File: src/rtl/vga_pattern_gen_if.sv
// Bundle between the VGA timing generator, the pattern generator and the output pins.
// The master side drives timing and controls; the slave side returns registered RGB and syncs.
interface vga_pattern_gen_if #(
  parameter int unsigned CW      = 4,
  parameter int unsigned XW      = 11,
  parameter int unsigned SPEED_W = 4
);
  logic [XW-1:0]      x;
  logic [XW-1:0]      y;
  logic               de;
  logic               hsync;
  logic               vsync;
  logic [2:0]         mode;
  logic [SPEED_W-1:0] speed;
  logic               pause;
  logic [CW-1:0]      r;
  logic [CW-1:0]      g;
  logic [CW-1:0]      b;
  logic               de_o;
  logic               hsync_o;
  logic               vsync_o;

  modport master (
    output x, y, de, hsync, vsync, mode, speed, pause,
    input  r, g, b, de_o, hsync_o, vsync_o
  );

  modport slave (
    input  x, y, de, hsync, vsync, mode, speed, pause,
    output r, g, b, de_o, hsync_o, vsync_o
  );
endinterface

File: src/rtl/vga_pattern_gen.sv
// Selectable VGA test patterns with per-frame horizontal scroll.
// Two register stages; syncs travel alongside the pixel data so all outputs share one latency.
module vga_pattern_gen #(
  parameter int unsigned CW       = 4,
  parameter int unsigned XW       = 11,
  parameter int unsigned H_ACTIVE = 640,
  parameter int unsigned V_ACTIVE = 480,
  parameter int unsigned SPEED_W  = 4,
  parameter int unsigned SQ_LOG2  = 5
) (
  input logic              clk,
  input logic              rst_n,
  vga_pattern_gen_if.slave bus
);
  localparam int unsigned   PW   = XW + CW;
  localparam logic [CW-1:0] Max  = {CW{1'b1}};
  localparam logic [XW:0]   HAct = (XW+1)'(H_ACTIVE);
  localparam logic [XW-1:0] VAct = XW'(V_ACTIVE);
  localparam logic [PW-1:0] MaxP = PW'((1 << CW) - 1);
  localparam logic [PW-1:0] HDiv = PW'(H_ACTIVE - 1);
  localparam logic [PW-1:0] VDiv = PW'(V_ACTIVE - 1);
  localparam logic [PW-1:0] BarW = PW'(H_ACTIVE / 8);

  // Frame-boundary state
  logic          vsync_d_q;
  logic          armed_q;
  logic          fe;
  logic [2:0]    mode_q;
  logic [XW-1:0] offset_q;
  logic [XW-1:0] offset_d;
  logic [XW:0]   off_sum;
  logic [XW:0]   x_sum;
  logic [XW-1:0] xm;
  logic          in_range;

  // Stage 1
  logic [XW-1:0] xm_q;
  logic [XW-1:0] y_q;
  logic          valid_q;
  logic          de_s1_q;
  logic          hs_s1_q;
  logic          vs_s1_q;
  logic [2:0]    mode_s1_q;

  // Stage 2
  logic [CW-1:0]     hl;
  logic [CW-1:0]     vl;
  logic [2:0]        bar;
  logic              chk;
  logic [3*CW-1:0]   rgb_d;
  logic [3*CW-1:0]   rgb_q;
  logic              de_o_q;
  logic              hs_o_q;
  logic              vs_o_q;

  always_comb begin
    // armed_q blocks a spurious edge when vsync is already high on reset release
    fe       = bus.vsync & ~vsync_d_q & armed_q;
    off_sum  = {1'b0, offset_q} + (XW+1)'(bus.speed);
    offset_d = (off_sum >= HAct) ? off_sum[XW-1:0] - HAct[XW-1:0] : off_sum[XW-1:0];
    x_sum    = {1'b0, bus.x} + {1'b0, offset_q};
    xm       = (x_sum >= HAct) ? x_sum[XW-1:0] - HAct[XW-1:0] : x_sum[XW-1:0];
    in_range = bus.de & ({1'b0, bus.x} < HAct) & (bus.y < VAct);
  end

  always_ff @(posedge clk or negedge rst_n) begin
    if (!rst_n) begin
      vsync_d_q <= 1'b0;
      armed_q   <= 1'b0;
      mode_q    <= '0;
      offset_q  <= '0;
    end else begin
      vsync_d_q <= bus.vsync;
      armed_q   <= armed_q | ~bus.vsync;
      if (fe) begin
        mode_q <= bus.mode;
        if (!bus.pause) offset_q <= offset_d;
      end
    end
  end

  always_ff @(posedge clk or negedge rst_n) begin
    if (!rst_n) begin
      xm_q      <= '0;
      y_q       <= '0;
      valid_q   <= 1'b0;
      de_s1_q   <= 1'b0;
      hs_s1_q   <= 1'b0;
      vs_s1_q   <= 1'b0;
      mode_s1_q <= '0;
    end else begin
      xm_q      <= xm;
      y_q       <= bus.y;
      valid_q   <= in_range;
      de_s1_q   <= bus.de;
      hs_s1_q   <= bus.hsync;
      vs_s1_q   <= bus.vsync;
      mode_s1_q <= mode_q;
    end
  end

  always_comb begin
    hl    = CW'(({{CW{1'b0}}, xm_q} * MaxP) / HDiv);
    vl    = CW'(({{CW{1'b0}}, y_q} * MaxP) / VDiv);
    bar   = 3'({{CW{1'b0}}, xm_q} / BarW);
    chk   = xm_q[SQ_LOG2] ^ y_q[SQ_LOG2];
    rgb_d = '0;
    if (valid_q) begin
      case (mode_s1_q)
        3'd0:    rgb_d = {hl, vl, Max - hl};
        // White, yellow, cyan, green, magenta, red, blue, black
        3'd1:    rgb_d = {{CW{~bar[1]}}, {CW{~bar[2]}}, {CW{~bar[0]}}};
        3'd2:    rgb_d = {(3*CW){chk}};
        3'd3:    rgb_d = {(3*CW){1'b1}};
        default: rgb_d = '0;
      endcase
    end
  end

  always_ff @(posedge clk or negedge rst_n) begin
    if (!rst_n) begin
      rgb_q  <= '0;
      de_o_q <= 1'b0;
      hs_o_q <= 1'b0;
      vs_o_q <= 1'b0;
    end else begin
      rgb_q  <= rgb_d;
      de_o_q <= de_s1_q;
      hs_o_q <= hs_s1_q;
      vs_o_q <= vs_s1_q;
    end
  end

  assign bus.r       = rgb_q[3*CW-1:2*CW];
  assign bus.g       = rgb_q[2*CW-1:CW];
  assign bus.b       = rgb_q[CW-1:0];
  assign bus.de_o    = de_o_q;
  assign bus.hsync_o = hs_o_q;
  assign bus.vsync_o = vs_o_q;
endmodule
File: src/flat_wrapper.sv
// flat-port wrapper written by rule: the top's interface ports become plain ports
module vga_pattern_gen_flat 
#(
  parameter int unsigned CW       = 4,
  parameter int unsigned XW       = 11,
  parameter int unsigned H_ACTIVE = 640,
  parameter int unsigned V_ACTIVE = 480,
  parameter int unsigned SPEED_W  = 4,
  parameter int unsigned SQ_LOG2  = 5
)
  (clk, rst_n, bus_x, bus_y, bus_de, bus_hsync, bus_vsync, bus_mode, bus_speed, bus_pause, bus_r, bus_g, bus_b, bus_de_o, bus_hsync_o, bus_vsync_o);
  vga_pattern_gen_if #(.CW(CW), .XW(XW), .SPEED_W(SPEED_W)) bus_i ();
  input logic clk;
  input logic rst_n;
  input wire logic [$bits(bus_i.x)-1:0] bus_x;
  input wire logic [$bits(bus_i.y)-1:0] bus_y;
  input wire logic [$bits(bus_i.de)-1:0] bus_de;
  input wire logic [$bits(bus_i.hsync)-1:0] bus_hsync;
  input wire logic [$bits(bus_i.vsync)-1:0] bus_vsync;
  input wire logic [$bits(bus_i.mode)-1:0] bus_mode;
  input wire logic [$bits(bus_i.speed)-1:0] bus_speed;
  input wire logic [$bits(bus_i.pause)-1:0] bus_pause;
  output wire logic [$bits(bus_i.r)-1:0] bus_r;
  output wire logic [$bits(bus_i.g)-1:0] bus_g;
  output wire logic [$bits(bus_i.b)-1:0] bus_b;
  output wire logic [$bits(bus_i.de_o)-1:0] bus_de_o;
  output wire logic [$bits(bus_i.hsync_o)-1:0] bus_hsync_o;
  output wire logic [$bits(bus_i.vsync_o)-1:0] bus_vsync_o;
  assign bus_i.x = bus_x;
  assign bus_i.y = bus_y;
  assign bus_i.de = bus_de;
  assign bus_i.hsync = bus_hsync;
  assign bus_i.vsync = bus_vsync;
  assign bus_i.mode = bus_mode;
  assign bus_i.speed = bus_speed;
  assign bus_i.pause = bus_pause;
  assign bus_r = bus_i.r;
  assign bus_g = bus_i.g;
  assign bus_b = bus_i.b;
  assign bus_de_o = bus_i.de_o;
  assign bus_hsync_o = bus_i.hsync_o;
  assign bus_vsync_o = bus_i.vsync_o;
  vga_pattern_gen #(.CW(CW), .XW(XW), .H_ACTIVE(H_ACTIVE), .V_ACTIVE(V_ACTIVE), .SPEED_W(SPEED_W), .SQ_LOG2(SQ_LOG2)) u_core (.clk(clk), .rst_n(rst_n), .bus(bus_i));
endmodule
File: config.mk
export PLATFORM = sky130hd
export DESIGN_NAME = vga_pattern_gen_flat
export DESIGN_NICKNAME = d
export VERILOG_FILES = /design/src/rtl/vga_pattern_gen_if.sv /design/src/rtl/vga_pattern_gen.sv /design/src/flat_wrapper.sv
export SDC_FILE = /design/constraint.sdc
export NUM_CORES = 1
export LEC_CHECK = 0
export ABC_AREA = 1
export BUFFER_PORTS_ARGS = -buffer_cell sky130_fd_sc_hd__buf_2
export CAP_MARGIN = 25
export CORE_ASPECT_RATIO = 0.8
export CORE_UTILIZATION = 62
export CTS_CLUSTER_DIAMETER = 100
export CTS_CLUSTER_SIZE = 20
export DETAILED_ROUTE_END_ITERATION = 7
export PLACE_DENSITY = 0.81
export RECOVER_POWER = 25
export SYNTH_ARGS = -nofsm -noshare
export SYNTH_HDL_FRONTEND = slang
export SYNTH_SLANG_ARGS = --single-unit
File: constraint.sdc
create_clock -name clk -period 10 [get_ports clk]
set_clock_uncertainty 0.1 [all_clocks]
set_input_delay 2 -clock clk [delete_from_list [all_inputs] [get_ports clk]]
set_output_delay 2 -clock clk [all_outputs]
set_load 0.02 [all_outputs]
==> out/results.ini <==
[global_route]
grt_max_degree=60
grt_pass1_wl_mm=37.3
antenna_found_initial=2
first_global_vias=8159
overflow=0
grt_util_all_layers_pct=28.7

[logic_synthesis]
yosysUniqueCellTypes=54
yosysWarningCount=0
ys_ff_latch=59
synthXorXnorAreaFrac_pct=5.57
ys_async_sr_fraction_pct=100
synth_simple_gate_area_share_pct=40.7
synthMuxAreaShare_pct=0.107
synth-adder-area-share_pct=17.6
synth_nets=1587
avgSynthCellArea_um2=6.50
synthesis.instances=1444
seq_area_frac_synth_pct=15.7
synth_top_flop_cell=dfrtp_1
synth-edff-count=0
synth_compound_area_share_pct=9.41
synth_top_family_by_area=simple AND/OR/NAND/NOR gates
synth_area_mm2=0.00939

[timing]
fin_setup_tns_ps=0
setup_viol_count_final=0
slew_viol_final=60
fmax_mhz=132
fin_crit_ps=7560
rsz0062_at_grt=false
fin_crit_sh_pct=75.6
slew-limit-headroom_pct=-111
hold_viol_final=0
max_slew.worst_pin.slew_ps=3160

[place]
dp_cells=1673
place_area_mm2=0.00983
dp_hpwl_mm=18.0
io_buffers=49
place.gp.congestion=0.942

[cts]
cts_root_buf=clkbuf_16
hold_buffers=0
clk_pin_slew_ps=50
cts_tree=built
cts_sinks=59
cts-resized-gates=0
clk_latency_ps=330
post_cts_buffers=0
cts.path.max_buffers=2
numCtsBuffers=9
htree_levels=3

[floorplan]
ios=50
initial_core_util_pct=64.6
core_mm2=0.0145
die_y_um=112
dieArea_mm2=0.0156
rows=39
die_w_um=140

[final_layout]
n_antenna_cell=0
layout-drive-gt1-share_pct=13.6
final_area_mm2=0.0101
fillers=1274
nets=1643
stdcell_count=1688
final_common_cell=nand2_1
area_growth_pct=7.81
final_cell_mix=nand2_1, inv_1, nand3_1

[outcome]
violations=max-capacitance violations, max-slew violations
status=complete, but fails checks

[worst_setup_path]
crit_path_start_kind=flip-flop
worstPathArrival_ps=7650
endpoint_kind=flip-flop
critPathMostFrequentCell=nand2_1
crit_fanout=15
cp_slowest_cell=dfrtp_1
required_ps=10100
slowest_delay_ps=610
crit_type=flip-flop to flip-flop

[hold_path]
hold_path.class=flip-flop to flip-flop

[route]
ant_nets=0
drcViolationCount=0
vias=8984
drtIter0Drc=701
wl_per_cell_um=12.9
totalWireLength_mm=21.7
dr.pass1.iters=5
routed_via_density=5.32

[flow_run]
cap_violations=1

## worst max-delay path: cells and delay by family (launching register included)
| kind | cells | cell delay, ps |
|---|---|---|
| AND/OR/NAND/NOR | 24 | 2810 |
| AO/OA/AOI/OAI | 10 | 1790 |
| adder cells (fa/ha/maj) | 4 | 1480 |
| flip-flops | 1 | 610 |
| XOR/XNOR | 2 | 430 |
| buffers and inverters | 4 | 190 |
## state kept, by name (all words and copies together), names as in the netlist
signal              cells
u_core.armed_q          1
u_core.hs_s1_q          1
u_core.vsync_d_q        1
u_core.y_q             11
u_core.valid_q          1
u_core.bus.de_o         1
u_core.rgb_q           12
u_core.bus.vsync_o      1
u_core.xm_q            11
u_core.de_s1_q          1
u_core.offset_q        11
u_core.mode_s1_q        3
u_core.mode_q           3
u_core.bus.hsync_o      1
## cell type report
cell class | instances | area, µm² | area share, %
clock inverter | 4 | 50.0 | 0.494
sequential | 59 | 1480 | 14.6
multi-input combinational | 1120 | 6890 | 68.1
clock buffer | 11 | 253 | 2.50
inverter | 259 | 972 | 9.60
timing repair buffer | 51 | 249 | 2.46
tap | 184 | 230 | 2.27
## logic make-up after synthesis
group,Yosys count
multiplexers,1
adder cells (fa/ha/maj),108
flip-flops,59
AND/OR/NAND/NOR,805
XOR/XNOR,58
buffers and inverters,265
AO/OA/AOI/OAI,148
## synth_stat cells, types with 6 or more instances
master	count	area, µm²
nand2_1	413	1550
inv_1	243	912
nand3_1	117	586
nor2_1	100	375
ha_1	68	851
dfrtp_1	59	1480
nand2_2	54	338
a21oi_1	51	255
xor2_1	46	403
o21ai_0	44	220
fa_1	40	801
nand4_1	29	181
nor2_2	20	125
nand2_4	16	180
inv_2	14	52.6
nand3_2	12	120
nor2_4	10	113
xnor2_1	10	87.6
o211ai_1	9	67.6
nand3b_1	8	60.1
o21ai_1	8	40.0
o21bai_1	8	60.1
nor3_1	6	30.0
## metrics by stage
step	worst slack (ps)	hold WS (ps)	utilization (%)
2_1_floorplan	3640	231	-
3_5_place_dp	2590	240	67.6
3_3_place_gp	2560	234	67.6
4_1_cts	2540	252	69.7
6_report	2440	249	69.6
5_1_grt	1770	262	69.6
## metal layers
metal | wire length (µm) | track usage (%)
met4 | 140 | 3.52
met3 | 1160 | 4.35
met1 | 10900 | 43.2
met2 | 9470 | 44.9
met5 | 13 | 0
## path summary, 6_finish.rpt
path | slack (ps) | cells after the start | endpoint | start
worst max-delay path | 2440 | 44 | u_core.rgb_q[8] | u_core.xm_q[5]
worst min-delay path | 250 | 0 | u_core.bus.hsync_o | u_core.hs_s1_q
worst max register to register | 2440 | 44 | u_core.rgb_q[8] | u_core.xm_q[5]
worst min register to register | 250 | 0 | u_core.bus.hsync_o | u_core.hs_s1_q
max in group asynchronous | 5300 | 2 | u_core.mode_s1_q[2] | rst_n
min in group asynchronous | 2720 | 2 | u_core.offset_q[7] | rst_n
Power is left out: the tool's default activity adds up to more than one toggle a clock period on the data nets, which glitch-free logic cannot reach.
